### src/rtl/ram_port_arbiter_pkg.sv
// Shared constants and types for the RAM port arbiter slice (RAM geometry,
// port identifiers, counter sizing helper).
package ram_port_arbiter_pkg;

    localparam int RAM_DEPTH  = 512;
    localparam int RAM_ADDR_W = $clog2(RAM_DEPTH);
    localparam int RAM_DATA_W = 32;

    typedef enum logic {
        PORT0 = 1'b0,
        PORT1 = 1'b1
    } port_e;

    // Width needed to hold the values 0..max_burst inclusive.
    function automatic int burst_cnt_width(input int max_burst);
        return (max_burst < 1) ? 1 : $clog2(max_burst + 1);
    endfunction

endpackage

### src/rtl/ram_arb_pick.sv
// Combinational grant decision for the RAM port arbiter.
// RAM_ARB_RR_EN selects strict round robin; otherwise fixed priority with anti-starvation.
module ram_arb_pick
    import ram_port_arbiter_pkg::*;
#(
    parameter int MAX_BURST = 4,
    parameter int CNT_W     = burst_cnt_width(MAX_BURST)
) (
    input  logic             req0,
    input  logic             req1,
    input  logic [CNT_W-1:0] burst_cnt,
    input  port_e            last_gnt,
    output logic             pick0,
    output logic             pick1
);

`ifdef RAM_ARB_RR_EN
    logic [CNT_W-1:0] unused_burst_cnt;
    assign unused_burst_cnt = burst_cnt;

    // On contention the port that did not win last time goes next.
    always_comb begin
        pick0 = 1'b0;
        pick1 = 1'b0;
        if (req0 && req1) begin
            pick0 = (last_gnt == PORT1);
            pick1 = (last_gnt == PORT0);
        end else begin
            pick0 = req0;
            pick1 = req1;
        end
    end
`else
    localparam logic [CNT_W-1:0] BURST_LIMIT = CNT_W'(MAX_BURST);

    port_e unused_last_gnt;
    logic  starve;

    assign unused_last_gnt = last_gnt;
    assign starve          = (burst_cnt == BURST_LIMIT);

    // Port 0 wins contention until port 1 has watched MAX_BURST port-0 grants.
    always_comb begin
        pick0 = 1'b0;
        pick1 = 1'b0;
        if (req0 && req1) begin
            pick0 = ~starve;
            pick1 = starve;
        end else begin
            pick0 = req0;
            pick1 = req1;
        end
    end
`endif

endmodule

### src/rtl/ram_port_arbiter.sv
// Two-port arbiter in front of the single-port 512x32 RAM; one access per cycle,
// read return tagged to its issuer. Define RAM_ARB_RR_EN for round-robin arbitration.
module ram_port_arbiter
    import ram_port_arbiter_pkg::*;
#(
    parameter int ADDR_W    = RAM_ADDR_W,
    parameter int DATA_W    = RAM_DATA_W,
    parameter int MAX_BURST = 4
) (
    input  logic              clock,
    input  logic              reset_n,
    input  logic              req0,
    input  logic              we0,
    input  logic [ADDR_W-1:0] addr0,
    input  logic [DATA_W-1:0] wdata0,
    input  logic              req1,
    input  logic              we1,
    input  logic [ADDR_W-1:0] addr1,
    input  logic [DATA_W-1:0] wdata1,
    output logic              gnt0,
    output logic              gnt1,
    output logic              rvalid0,
    output logic              rvalid1,
    output logic [DATA_W-1:0] rdata,
    output logic              ram_read,
    output logic              ram_write,
    output logic [ADDR_W-1:0] ram_addr,
    output logic [DATA_W-1:0] ram_wdata,
    input  logic [DATA_W-1:0] ram_rdata
);

    localparam int CNT_W = burst_cnt_width(MAX_BURST);

    logic             pick0;
    logic             pick1;
    logic [CNT_W-1:0] burst_cnt;
    port_e            last_gnt;

    ram_arb_pick #(
        .MAX_BURST (MAX_BURST),
        .CNT_W     (CNT_W)
    ) u_pick (
        .req0      (req0),
        .req1      (req1),
        .burst_cnt (burst_cnt),
        .last_gnt  (last_gnt),
        .pick0     (pick0),
        .pick1     (pick1)
    );

    // Grants are suppressed while reset is held so nothing reaches the RAM.
    assign gnt0 = pick0 & reset_n;
    assign gnt1 = pick1 & reset_n;

    // With no grant the address/data buses park on port 0's fields.
    always_comb begin
        ram_addr  = addr0;
        ram_wdata = wdata0;
        ram_read  = 1'b0;
        ram_write = 1'b0;
        if (gnt1) begin
            ram_addr  = addr1;
            ram_wdata = wdata1;
            ram_read  = ~we1;
            ram_write = we1;
        end else if (gnt0) begin
            ram_read  = ~we0;
            ram_write = we0;
        end
    end

    always_ff @(posedge clock or negedge reset_n) begin
        if (!reset_n) begin
            rvalid0 <= 1'b0;
            rvalid1 <= 1'b0;
        end else begin
            rvalid0 <= gnt0 & ~we0;
            rvalid1 <= gnt1 & ~we1;
        end
    end

    assign rdata = ram_rdata;

    always_ff @(posedge clock or negedge reset_n) begin
        if (!reset_n) begin
            last_gnt <= PORT1;
        end else if (gnt0) begin
            last_gnt <= PORT0;
        end else if (gnt1) begin
            last_gnt <= PORT1;
        end
    end

`ifdef RAM_ARB_RR_EN
    assign burst_cnt = '0;
`else
    localparam logic [CNT_W-1:0] BURST_LIMIT = CNT_W'(MAX_BURST);

    // Counts port-0 wins while port 1 is waiting; saturates at the limit.
    always_ff @(posedge clock or negedge reset_n) begin
        if (!reset_n) begin
            burst_cnt <= '0;
        end else if (gnt1 || !req1) begin
            burst_cnt <= '0;
        end else if (gnt0 && (burst_cnt != BURST_LIMIT)) begin
            burst_cnt <= burst_cnt + CNT_W'(1);
        end
    end
`endif

endmodule

### config.mk
export PLATFORM = sky130hd
export DESIGN_NAME = ram_port_arbiter
export DESIGN_NICKNAME = d
export VERILOG_FILES = /design/src/rtl/ram_port_arbiter_pkg.sv /design/src/rtl/ram_arb_pick.sv /design/src/rtl/ram_port_arbiter.sv
export SDC_FILE = /design/constraint.sdc
export NUM_CORES = 1
export LEC_CHECK = 0
export ABC_AREA = 1
export BUFFER_PORTS_ARGS = -buffer_cell sky130_fd_sc_hd__buf_2
export CAP_MARGIN = 15
export CORE_AREA = 2 2 76 78
export DETAILED_ROUTE_END_ITERATION = 10
export DIE_AREA = 0 0 78 80
export GPL_TIMING_DRIVEN = 0
export PLACE_DENSITY = 0.75
export SETUP_SLACK_MARGIN = 0.3
export SYNTH_ARGS = -nofsm -noshare
export SYNTH_HDL_FRONTEND = slang
export SYNTH_SLANG_ARGS = --single-unit
### constraint.sdc
create_clock -name clock -period 1.3 [get_ports clock]
set_input_delay 0.13 -clock clock [delete_from_list [all_inputs] [get_ports clock]]
set_output_delay 0.13 -clock clock [all_outputs]
set_load 0.05 [all_outputs]
---- After elaboration in Yosys (flattened, before gate mapping) ----
Index checks and enable logic that the tools add are counted.
Widths: inputs -> output; s select.
storage, ports and cells
  bits of input ports ..................... 120
  word-level logic and storage cells ...... 28
  register bits after elaboration ......... 5
cells by class
  bitwise logic cells ..................... 7
  reduce and logical (&&, ||, !) cells .... 5
  $add $sub $neg .......................... 1
  eq/ne operators ......................... 2
  muxes and demuxes ....................... 10
operator list
  operator             number
  $mux 32              1
  $mux 9               1
  $mux 1               6
  $mux 3               2
  $and 1x1->1          4
  $add 3x1->3 const B  1
  $eq 3x3->1 const B   1
  $ne 3x3->1 const B   1
  $not 1->1            3
  $logic_and 1x1->1    2
  $reduce_bool 2->1    1
  $logic_not 1->1      1
  $logic_or 1x1->1     1

---- Depth between registers and ports, before layout ----
  depth in word-level cells ............... 7
  mapped depth ............................ 8

---- Hierarchy ----
Synthesis repeated with hierarchy kept, for this count alone.
second synthesis, totals
  cell total of the unflattened synthesis .. 213
  area total of the unflattened synthesis .. 1127.3 µm²
modules (own cells, without submodules)
  module            cells an instance  area an instance (µm²)  instances
  ram_port_arbiter  205                1093.5                  1
  ram_arb_pick      8                  33.8                    1

---- Worst setup path before layout ----
No wires, ideal clock.
  kind .................................... register -> output
  from .................................... register burst_cnt[0]
  to ...................................... output ram_wdata[22]
  arrival ................................. 1.386 ns
  stages on the path, launching flop included .. 9
  path slack .............................. -0.216 ns
  cells stage by stage .................... dfrtp_1 inv_1 ha_1 nand2_1 nand2_4 nand2_4 buf_6 nand2_1 nand2_1
on the way
  longest elaborated chain between the ends .. 4
RTL lines
  what                      RTL line                 text
  start: declaration        ram_port_arbiter.sv:36   logic [CNT_W-1:0] burst_cnt;
  start signal: assignment  ram_port_arbiter.sv:106  burst_cnt <= burst_cnt + CNT_W'(1);
  $eq 3x3->1                ram_arb_pick.sv:40       assign starve = (burst_cnt == BURST_LIMIT);
  $mux 1                    ram_arb_pick.sv:46       if (req0 && req1) begin
  $and 1x1->1               ram_port_arbiter.sv:53   assign gnt1 = pick1 & reset_n;
  $mux 32                   ram_port_arbiter.sv:61   if (gnt1) begin
  end: declaration          ram_port_arbiter.sv:28   output logic [DATA_W-1:0] ram_wdata,
Every way passes these cells.

---- Final worst setup path ----
  from .................................... register burst_cnt[1]
  to ...................................... output ram_wdata[15]
Same word-level chain as after synthesis.

==> reports/metrics.yaml <==
worst_pin_slew_ns: 0.317
start_util: 0.215
overflow: 0
cp_common_cell: "nand2_4"
ios: 199
root_buffer: "clkbuf_8"
regArea_um2: 125
core_um2: 5410
clk_pin_slew_ns: 0.04
cp_num_buf_inv: 4
hp-start: "reset_n"
cts_tree: "built"
drt_iter0_drc: 30
die_area_um2: 6240
layout-drive-gt1-share: 0.859
maxCapViolations: 0
clk-insertion-delay-late_ns: 0.23
io_buffers: 166
drc_errors: 0
setup_slack_ns: -0.451
start_kind: "flop"
path_delay_family: "buffers and inverters"
nets: 521
finClkSkew_ns: 0.00355
whs_path_depth: 4
grt_pass1_vias: 2119
slew_violations: 0
slowest_stage: "dfrtp_1"
slew_headroom: 0.788
fp.dieH_um: 80
grt_pass1_wl_um: 8910
rr_worst_depth: 8
clock_sinks: 5
hold_end: "burst_cnt[2]$_DFFE_PN0P_"
timing.fmax_mhz: 571
reg2reg_from: "burst_cnt[1]$_DFFE_PN0P_"
critical-path-max-stage-delay_ns: 0.38
reg2reg_slack_ns: -0.06
critical_path.reg2reg.endpoint: "rvalid1$_DFF_PN0_"
crit_arrival_ns: 1.62
num_vias: 2073
ir_worst_vdd_mv: 0.633
grt_max_degree: 11
synth_warnings: 0
cts_buffers: 3
fp.dieW_um: 78
violations: "setup timing"
path_class: "reg -> out"
final_common_cell: "buf_2"
timing.final.crit_share: 1.35
finalHoldViolCount: 0
p_leak_nw: 1.79
area_growth_pct: 192
yosysSeqAreaShare: 0.108
critPathLaunch: "burst_cnt[1]$_DFFE_PN0P_"
hold_path.class: "in -> reg"
multi_input_area_um2: 1300
avgSynthCellArea_um2: 5.51
synth_cell_types: 12
h-tree-depth: 1
post-dp-hpwl_um: 4330
post_drt_via_cell_ratio: 4.39
routabilityCongestion: 0.727
grtUsageTotal: 0.175
first_pass_iters: 4
cp_data_required_time_ns: 1.17
powerDensity_nw_per_um2: 619
drtAntennaViolNets: 0
rsz0062_at_grt: "true"
rows: 27
cts.path.max_buffers: 2
nFillCells: 449
critPathMaxFanout: 7
holdWs_ns: 0.247
syn_inst: 211
critPathCaptureType: "output pin"
status: "finished, violations left"
fin_cells: 472
place_inst: 449
place_ws_ns: -0.363
avgRoutedWirePerCell_um: 12.9
setup_violations: 48
synth_nets: 333
crit_chain: "inv_2 -> ha_4 -> nand2_4 -> nand2_8 -> buf_6 -> clkbuf_16 -> nand3_2 -> nand2_4 -> buf_8"
antenna_found_initial: 3
synthesis.area_um2: 1160
ys_seq_elements: 5
wirelength_um: 6070
layout_common_cells: "buf_2 (125), nand2_4 (53), buf_4 (42)"
min_period_ns: 1.75
cell type report:
class / count / area share
sequential: 5 / 0.0369
tap: 72 / 0.0265
inverter: 10 / 0.0122
antenna: 2 / 0.00147
timing repair buffer: 183 / 0.411
clock buffer: 4 / 0.0133
buffer: 44 / 0.115
multi-input combinational: 152 / 0.383
state kept, by name (all words and copies together) (netlist names):
name,count
rvalid1,1
rvalid0,1
burst_cnt,3
metrics by stage:
stage	setup TNS [ns]	power, mW	utilization	instance area, um^2
6_report	-18.46	2.10	0.628	3390
3_5_place_dp	-14.73	1.45	0.462	2500
5_1_grt	-21.68	2.18	0.628	3390
4_1_cts	-16.56	2.04	0.604	3260
3_3_place_gp	-14.42	1.43	0.462	2500
2_1_floorplan	-1.63	1.13	-	1580
where the power goes:
part / internal [mW] / switching (mW)
logic: 0.655 / 0.981
registers: 0.161 / 0.00243
clock network: 0.211 / 0.0881
total: 1.03 / 1.07
logic make-up after synthesis:
group / Yosys count / share of synthesized area
AND/OR/NAND/NOR: 150 / 0.551
buffers and inverters: 54 / 0.320
flip-flops: 5 / 0.108
adder cells (fa/ha/maj): 2 / 0.0215
how the worst max path moves through the flow:
stage / slack, ns / cells past startpoint / end
floorplan: -0.05 / 7 / gnt1
global placement: -0.35 / 9 / ram_addr[5]
detailed placement: -0.36 / 9 / ram_wdata[16]
global route: -0.52 / 9 / ram_wdata[15]
finish: -0.45 / 9 / ram_wdata[15]
CTS: -0.41 / 9 / ram_wdata[19]
tightest hold or removal path, stage by stage:
cell     delay (ns)
buf_2          0.12
nor2_1         0.08
nand2_1        0.06
nand2_1        0.04
cell usage after synthesis, drive strengths merged:
cell type | count | area [um^2]
buf | 44 | 335
nand3b | 2 | 15.0
dfrtp | 5 | 125
nand3 | 44 | 220
inv | 10 | 37.5
nor2 | 4 | 15.0
nand2 | 100 | 390
ha | 2 | 25.0
routing by layer:
metal  track usage  wire (um)
met4        0.0684        148
met5             0         12
met3        0.0441        588
met1         0.149       1830
met2         0.378       3490
what timing repair did:
| action | in CTS | in global routing |
|---|---|---|
| buffers inserted | 10 | 3 |
| cloned | 2 | 1 |
| pin swaps | 5 | 7 |
| gates resized for setup | 160 | 17 |
| setup endpoints to repair | 50 | 50 |
| hold buffers | 1 | 0 |
| endpoints found under the hold margin | 5 | 0 |
No activity file was read; power rests on OpenSTA's default activity.
